## src/rtl/multicycle_controller.sv

```systemverilog
// Multicycle MIPS control sequencer: Moore FSM from fetch to writeback, with memory stall and retired-instruction counter.
// Optional feature macro: JUMP_EN (enables the j instruction / JUMP state).
module multicycle_controller #(
  parameter int unsigned CNT_W = 32
) (
  input  logic             clk,
  input  logic             reset_n,
  input  logic [5:0]       op,
  input  logic             zero,
  input  logic             mem_ready,
  output logic             mem_read,
  output logic             mem_write,
  output logic             iord,
  output logic             ir_write,
  output logic             pc_en,
  output logic             branch,
  output logic [1:0]       pc_src,
  output logic             alu_src_a,
  output logic [1:0]       alu_src_b,
  output logic [1:0]       alu_op,
  output logic             reg_dst,
  output logic             mem_to_reg,
  output logic             reg_write,
  output logic             illegal_op,
  output logic [3:0]       state,
  output logic [CNT_W-1:0] retired
);

  typedef enum logic [3:0] {
    S_FETCH  = 4'd0,
    S_DECODE = 4'd1,
    S_MEMADR = 4'd2,
    S_MEMRD  = 4'd3,
    S_MEMWB  = 4'd4,
    S_MEMWR  = 4'd5,
    S_EXEC   = 4'd6,
    S_ALUWB  = 4'd7,
    S_BEQ    = 4'd8,
    S_ADDIEX = 4'd9,
`ifdef JUMP_EN
    S_ADDIWB = 4'd10,
    S_JUMP   = 4'd11
`else
    S_ADDIWB = 4'd10
`endif
  } state_e;

  localparam logic [5:0] OP_RTYPE = 6'b000000;
  localparam logic [5:0] OP_LW    = 6'b100011;
  localparam logic [5:0] OP_SW    = 6'b101011;
  localparam logic [5:0] OP_ADDI  = 6'b001000;
  localparam logic [5:0] OP_BEQ   = 6'b000100;
`ifdef JUMP_EN
  localparam logic [5:0] OP_J     = 6'b000010;
`endif

  state_e           state_q, state_d;
  logic [CNT_W-1:0] retired_q, retired_d;
  logic             pc_write;
  logic             retire;

  always_ff @(posedge clk or negedge reset_n) begin
    if (!reset_n) begin
      state_q   <= S_FETCH;
      retired_q <= '0;
    end else begin
      state_q   <= state_d;
      retired_q <= retired_d;
    end
  end

  always_comb begin
    state_d    = state_q;
    retire     = 1'b0;
    pc_write   = 1'b0;
    mem_read   = 1'b0;
    mem_write  = 1'b0;
    iord       = 1'b0;
    ir_write   = 1'b0;
    branch     = 1'b0;
    pc_src     = 2'b00;
    alu_src_a  = 1'b0;
    alu_src_b  = 2'b00;
    alu_op     = 2'b00;
    reg_dst    = 1'b0;
    mem_to_reg = 1'b0;
    reg_write  = 1'b0;
    illegal_op = 1'b0;
    case (state_q)
      S_FETCH: begin
        mem_read  = 1'b1;
        alu_src_b = 2'b01;
        ir_write  = mem_ready;
        pc_write  = mem_ready;
        if (mem_ready) state_d = S_DECODE;
      end
      S_DECODE: begin
        alu_src_b = 2'b11;
        case (op)
          OP_LW, OP_SW: state_d = S_MEMADR;
          OP_RTYPE:     state_d = S_EXEC;
          OP_ADDI:      state_d = S_ADDIEX;
          OP_BEQ:       state_d = S_BEQ;
`ifdef JUMP_EN
          OP_J:         state_d = S_JUMP;
`endif
          default: begin
            illegal_op = 1'b1;
            state_d    = S_FETCH;
          end
        endcase
      end
      S_MEMADR: begin
        alu_src_a = 1'b1;
        alu_src_b = 2'b10;
        state_d   = (op == OP_LW) ? S_MEMRD : S_MEMWR;
      end
      S_MEMRD: begin
        mem_read = 1'b1;
        iord     = 1'b1;
        if (mem_ready) state_d = S_MEMWB;
      end
      S_MEMWB: begin
        reg_write  = 1'b1;
        mem_to_reg = 1'b1;
        retire     = 1'b1;
        state_d    = S_FETCH;
      end
      S_MEMWR: begin
        mem_write = 1'b1;
        iord      = 1'b1;
        if (mem_ready) begin
          retire  = 1'b1;
          state_d = S_FETCH;
        end
      end
      S_EXEC: begin
        alu_src_a = 1'b1;
        alu_op    = 2'b10;
        state_d   = S_ALUWB;
      end
      S_ALUWB: begin
        reg_write = 1'b1;
        reg_dst   = 1'b1;
        retire    = 1'b1;
        state_d   = S_FETCH;
      end
      S_BEQ: begin
        alu_src_a = 1'b1;
        alu_op    = 2'b01;
        branch    = 1'b1;
        pc_src    = 2'b01;
        retire    = 1'b1;
        state_d   = S_FETCH;
      end
      S_ADDIEX: begin
        alu_src_a = 1'b1;
        alu_src_b = 2'b10;
        state_d   = S_ADDIWB;
      end
      S_ADDIWB: begin
        reg_write = 1'b1;
        retire    = 1'b1;
        state_d   = S_FETCH;
      end
`ifdef JUMP_EN
      S_JUMP: begin
        pc_src   = 2'b10;
        pc_write = 1'b1;
        retire   = 1'b1;
        state_d  = S_FETCH;
      end
`endif
      // Unused encodings recover to FETCH with all controls idle.
      default: state_d = S_FETCH;
    endcase
    retired_d = retire ? retired_q + CNT_W'(1) : retired_q;
  end

  assign pc_en   = pc_write | (branch & zero);
  assign state   = state_q;
  assign retired = retired_q;

endmodule

```

## config.mk

```make
export PLATFORM = sky130hd
export DESIGN_NAME = multicycle_controller
export DESIGN_NICKNAME = d
export VERILOG_FILES = /design/src/rtl/multicycle_controller.sv
export SDC_FILE = /design/constraint.sdc
export NUM_CORES = 1
export LEC_CHECK = 0
export CAP_MARGIN = 20
export CORE_UTILIZATION = 46
export DETAILED_ROUTE_END_ITERATION = 10
export PLACE_DENSITY = 0.8
export SLEW_MARGIN = 20
export SYNTH_ARGS = -nofsm -noshare
export SYNTH_HDL_FRONTEND = slang
export SYNTH_SLANG_ARGS = --single-unit
```

## constraint.sdc

```tcl
create_clock -name clk -period 2.6 [get_ports clk]
set_input_delay 0.78 -clock clk [delete_from_list [all_inputs] [get_ports clk]]
set_output_delay 0.78 -clock clk [all_outputs]
set_load 0.1 [all_outputs]
```

## After elaboration in Yosys (flattened, before gate mapping)

Index checks and enable logic that the tools add are counted.
W data, S select, Z words.

| cells by class | value |
|---|---|
| eq/ne operators | 17 |
| bitwise logic cells | 2 |
| reductions and logical operators | 11 |
| $add $sub $neg | 1 |
| multiplexer cells | 22 |

Operator list:

| operator | number |
|---|---|
| $add A32 B1 Y32 const B | 1 |
| $pmux W4 S7 | 1 |
| $eq A4 B3 Y1 const B | 4 |
| $pmux W4 S4 | 1 |
| $mux W1 | 13 |
| $eq A4 B4 Y1 const B | 3 |
| $eq A6 B6 Y1 const B | 2 |
| $mux W4 | 3 |
| $eq A4 B2 Y1 const B | 2 |
| $reduce_or A2 Y1 | 4 |
| $reduce_or A4 Y1 | 2 |
| $eq A6 B3 Y1 const B | 1 |
| $eq A6 B4 Y1 const B | 1 |
| $logic_not A6 Y1 | 1 |
| $ne A2 B2 Y1 const B | 3 |
| $pmux W2 S3 | 1 |
| $reduce_or A5 Y1 | 1 |
| $eq A4 B1 Y1 const B | 1 |
| $logic_not A4 Y1 | 1 |
| $pmux W2 S2 | 1 |
| $mux W3 | 1 |
| $reduce_and A3 Y1 | 1 |
| $reduce_or A3 Y1 | 1 |
| $pmux W1 S2 | 1 |
| other kinds (2) | 2 |

| storage, ports and cells | value |
|---|---|
| input port bits | 10 |
| logic and storage cells | 55 |
| output and inout port bits | 53 |
| bits in registers | 36 |

## Logic depth before layout (Yosys ltp)

Gate-level depths: netlist of the first run.

| depth | value |
|---|---|
| word-level depth | 4 |
| mapped depth | 6 |
| gate-level depth less buffers | 6 |

## Least setup slack after synthesis of the first run

Ideal clock, no wire load.

| path | value |
|---|---|
| path type | reg-to-output |
| start | reg state_q[3], in the netlist state[3] |
| end | out pc_en |
| buffers on the path | 1 |
| setup slack | -2555 ps |
| required time | 1820 ps |
| arrival | 4375 ps |
| cell stages (with the launch flop) | 5 |
| cell sequence | dfrtp_1 clkbuf_1 nand2_1 nor3_1 a21o_1 |

| on the way | value |
|---|---|
| cells in the longest elaborated chain, start to end | 4 |
| elaborated cells between the ends (all ways) | 6 |
| classes of those cells | eq/ne: 1; mux: 2; bitwise: 2; reduce/logical: 1 |

Ends and longest elaborated chain:

| what | RTL line | source |
|---|---|---|
| start: declaration | 57 | `state_e state_q, state_d;` |
| start signal: assignment | 67 | `state_q <= state_d;` |
| $eq A4 B4 Y1 | 89 | `case (state_q)` |
| $mux W1 | 89 |  |
| named net branch | 16 | `output logic branch,` |
| $and A1 B1 Y1 | 180 | `assign pc_en = pc_write \| (branch & zero);` |
| $or A1 B1 Y1 | 180 |  |
| end: declaration | 15 | `output logic pc_en,` |

The timed path passes the listed nets, and every way through them passes these cells.

## Worst setup path in the final report of the first run

| path | value |
|---|---|
| start | in op[1] |
| end | out illegal_op |

| on the way | value |
|---|---|
| cells in the longest elaborated chain, start to end | 4 |
| elaborated cells between the ends (all ways) | 8 |
| classes of those cells | eq/ne: 4; mux: 2; reduce/logical: 2 |

Ends and longest elaborated chain:

| what | RTL line | source |
|---|---|---|
| start: declaration | 8 | `input logic [5:0] op,` |
| $eq A6 B6 Y1 (tied with other cells) | 99 | `case (op)` |
| $reduce_or A5 Y1 (no source line) * | -- |  |
| $mux W1 * | 99 |  |
| $mux W1 * | 89 |  |
| end: declaration | 24 | `output logic illegal_op,` |

Every way passes the cells marked *; elsewhere a longest branch is shown, timed or not.

==> qor.txt, run 1 <==
critical path startpoint category = input pin
period utilization = 1.00
final hold viol count = 0
grt total ovfl = 0
DR vias = 1768
YS warnings = 0
largest net degree at the start of global routing = 37
CTS max path bufs = 2
Finished Layout Cells = 330
leak pwr = 1.44 nW
clock skew = 8.17 ps
area fraction in compound gates after synthesis = 0.0664
Final Power = 1.74 mW
Synth Area in XOR/XNOR = 0.149
Critical Path Fanout Max = 3
layout cells sized above 1 = 0.418
initial antenna violation count = 0
Setup crit end kind = primary output
Setup Crit Path Kind = input pin to primary output
Syn Area/Cell = 9.70 sq um
setup TNS = -11.4 ps
post-synth net total = 211
fmax = 0.383 GHz
dpl ws = -339 ps
status = finished with violations
area delta synth->final = 57.3%
Detailed Routing Iterations Pass 1 = 4
total of max-cap violations = 0
Post-synth EDFFs = 0
worst min path class = register to register
GR Layer Usage met2 = 0.378
Layout fillers = 282
Final GP Congestion = 0.850
Hold Path End = retired[30]
worst hold path depth = 1
DRC errors left = 0
Routed WL = 4570 um
row cnt = 23
chip height = 67.0 um
startpoint of the worst hold path = retired[30]
Initial Util = 0.482
# IOs = 63
critical path arrival = 1830 ps
CTS tree = yes
ANT cells = 0
Tmin final = 2610 ps
relative slew slack = 0.566
vias in the first global route = 1618
Seq/Total Area, Yosys = 0.464
setup slack, reg-to-reg = 350 ps
critical register-to-register path startpoint = state[0]
met3 Use GR = 0.0616
RR Endpoint = retired[31]
Worst R2R Path Depth = 7
Die Wd = 67.0 um
DP Cell Count = 318
H-tree levels = 2
final setup fails = 1
number of synthesized register bits = 36
post-route ant nets = 0
async set or reset register ratio after synthesis = 1.00
DRC violation total after the first TritonRoute iteration = 94
worst skew pair latency = 290 ps
Tightest Pin Transition = 645 ps
PnR worst setup slack = -11.4 ps
total CTS buffers = 5
Synth Area in Simple Gates = 0.283
Cell Pwr Density = 568 mW/mm^2
ys flop type = dfrtp_1
GR Util met1 = 0.265
Post-Syn Area = 0.00194 sq mm
Final Net Count = 290
CTS sink count = 36
DR WL/cell = 13.8 um
unrepaired setup endpoints after global routing = true
die area = 0.00448 sq mm
first-pass GRT wire length = 7360 um
failing checks = negative setup slack
Via density = 5.36
adder-cell share of the synthesized area = 0.00645
required time of the critical path = 1820 ps
peak supply drop = 332 uV
total global-route track usage = 0.225
clock root buffer = clkbuf_8
Unique masters post-synth = 39
Gate Count Post-Synth = 200
count of input and output buffers = 61
clk slew on worst S/H paths = 60 ps
post-synthesis mux area share = 0
core area = 0.00403 sq mm
Final Max Tran Viols = 0
Most Crowded Layer GR = met2
dpl hpwl = 3420 um
main combinational cell family by area after synthesis = simple AND/OR/NAND/NOR gates
## Yosys cell counts, types with 2 or more instances
master	count	area, sq um
a21oi_1	3	15.0
nor3_2	2	20.0
dfrtp_1	36	901
a21o_1	3	22.5
or3_1	3	18.8
o21ai_0	6	30.0
inv_1	4	15.0
xor2_1	12	105
nor2_1	14	52.6
nand3_1	15	75.1
buf_4	2	15.0
nor4_1	2	12.5
xnor2_1	21	184
nor3_1	14	70.1
nand2b_1	5	31.3
nand4_1	8	50.1
clkbuf_1	3	11.3
nand2_1	15	56.3
and3_1	12	75.1
## timing repair
| item | in CTS | in global routing |
|---|---|---|
| gates resized for setup | 18 | 11 |
| hold buffers | 0 | 0 |
| pin swaps | 6 | 6 |
| setup endpoints to repair | 3 | 2 |
| setup buffers | 3 | 1 |
| endpoints found under the hold margin | 0 | 0 |
## through the flow
| stage | hold slack (ps) | util | cell area, sq um |
|---|---|---|---|
| finish | 482 | 0.758 | 3050 |
| detailed placement | 482 | 0.719 | 2900 |
| CTS | 491 | 0.753 | 3040 |
| floorplan | 484 | - | 2120 |
| global route | 504 | 0.758 | 3050 |
| global placement | 463 | 0.719 | 2900 |
## cell families (layout without fill, tap and decap cells)
family                     count (synthesis)  after routing
xor gates and xnor gates                  33             33
buffers and inverters                     11             91
other                                      1              1
adders and majority gates                  1              1
and+or+nand+nor                          100            100
DFF                                       36             36
AOI/OAI and AO/OA                         18             18
## final cells by class
| cell class | count | area, sq um | area share |
|---|---|---|---|
| multi-input combinational | 153 | 1150 | 0.376 |
| sequential | 36 | 916 | 0.300 |
| timing repair buffer | 79 | 798 | 0.261 |
| clock buffer | 6 | 72.6 | 0.0238 |
| tap | 50 | 62.6 | 0.0205 |
| clock inverter | 2 | 35.0 | 0.0115 |
| inverter | 4 | 20.0 | 0.00656 |
## where the power goes
group	switching [mW]	total, mW	internal, mW
clock network	0.192	0.477	0.284
registers	0.0408	0.629	0.588
logic	0.445	0.630	0.184
## critical path, cell delays in order
cell and delay, ps:
buf_6 90, or3_4 410, nor3_4 200, buf_6 130, a211oi_4 40, buf_12 180
## worst max path at each step
| stage | slack, ps | start | end | cells past startpoint |
|---|---|---|---|---|
| 4_1_cts | -40 | op[1] | illegal_op | 6 |
| 6_report | -10 | op[1] | illegal_op | 6 |
| 5_1_grt | -40 | op[1] | illegal_op | 6 |
| 3_5_place_dp | -340 | op[0] | illegal_op | 6 |
| 3_3_place_gp | -320 | op[0] | illegal_op | 6 |
| 2_1_floorplan | -380 | state[2] | pc_en | 5 |
## cells in the final DEF, fill, tap and decap left out, drive strengths merged, types with 4 or more instances in the layout
| master | count |
|---|---|
| inv | 4 |
| dfrtp | 36 |
| and3 | 12 |
| nand4 | 8 |
| o21ai | 6 |
| nand2b | 5 |
| nor3 | 17 |
| xnor2 | 21 |
| buf | 72 |
| nand2 | 15 |
| nand3 | 15 |
| xor2 | 12 |
| clkbuf | 9 |
| nor2 | 14 |
## sequential cells by signal, indices dropped and copies added (netlist names)
register,cells
state,4
retired,32
## layer usage
metal | part of all wire | wire length, um
met1 | 0.41 | 1870
met3 | 0.048 | 218
met5 | 0 | 0
met4 | 0.015 | 68
met2 | 0.53 | 2410
(Power assumes the default switching activity.)
==> inputs of run 2 (changes only) <==
CAP_MARGIN = 5   (was 20)
==> results of run 2 <==
No change in the layout: final DEF, timing and power equal those of run 1.
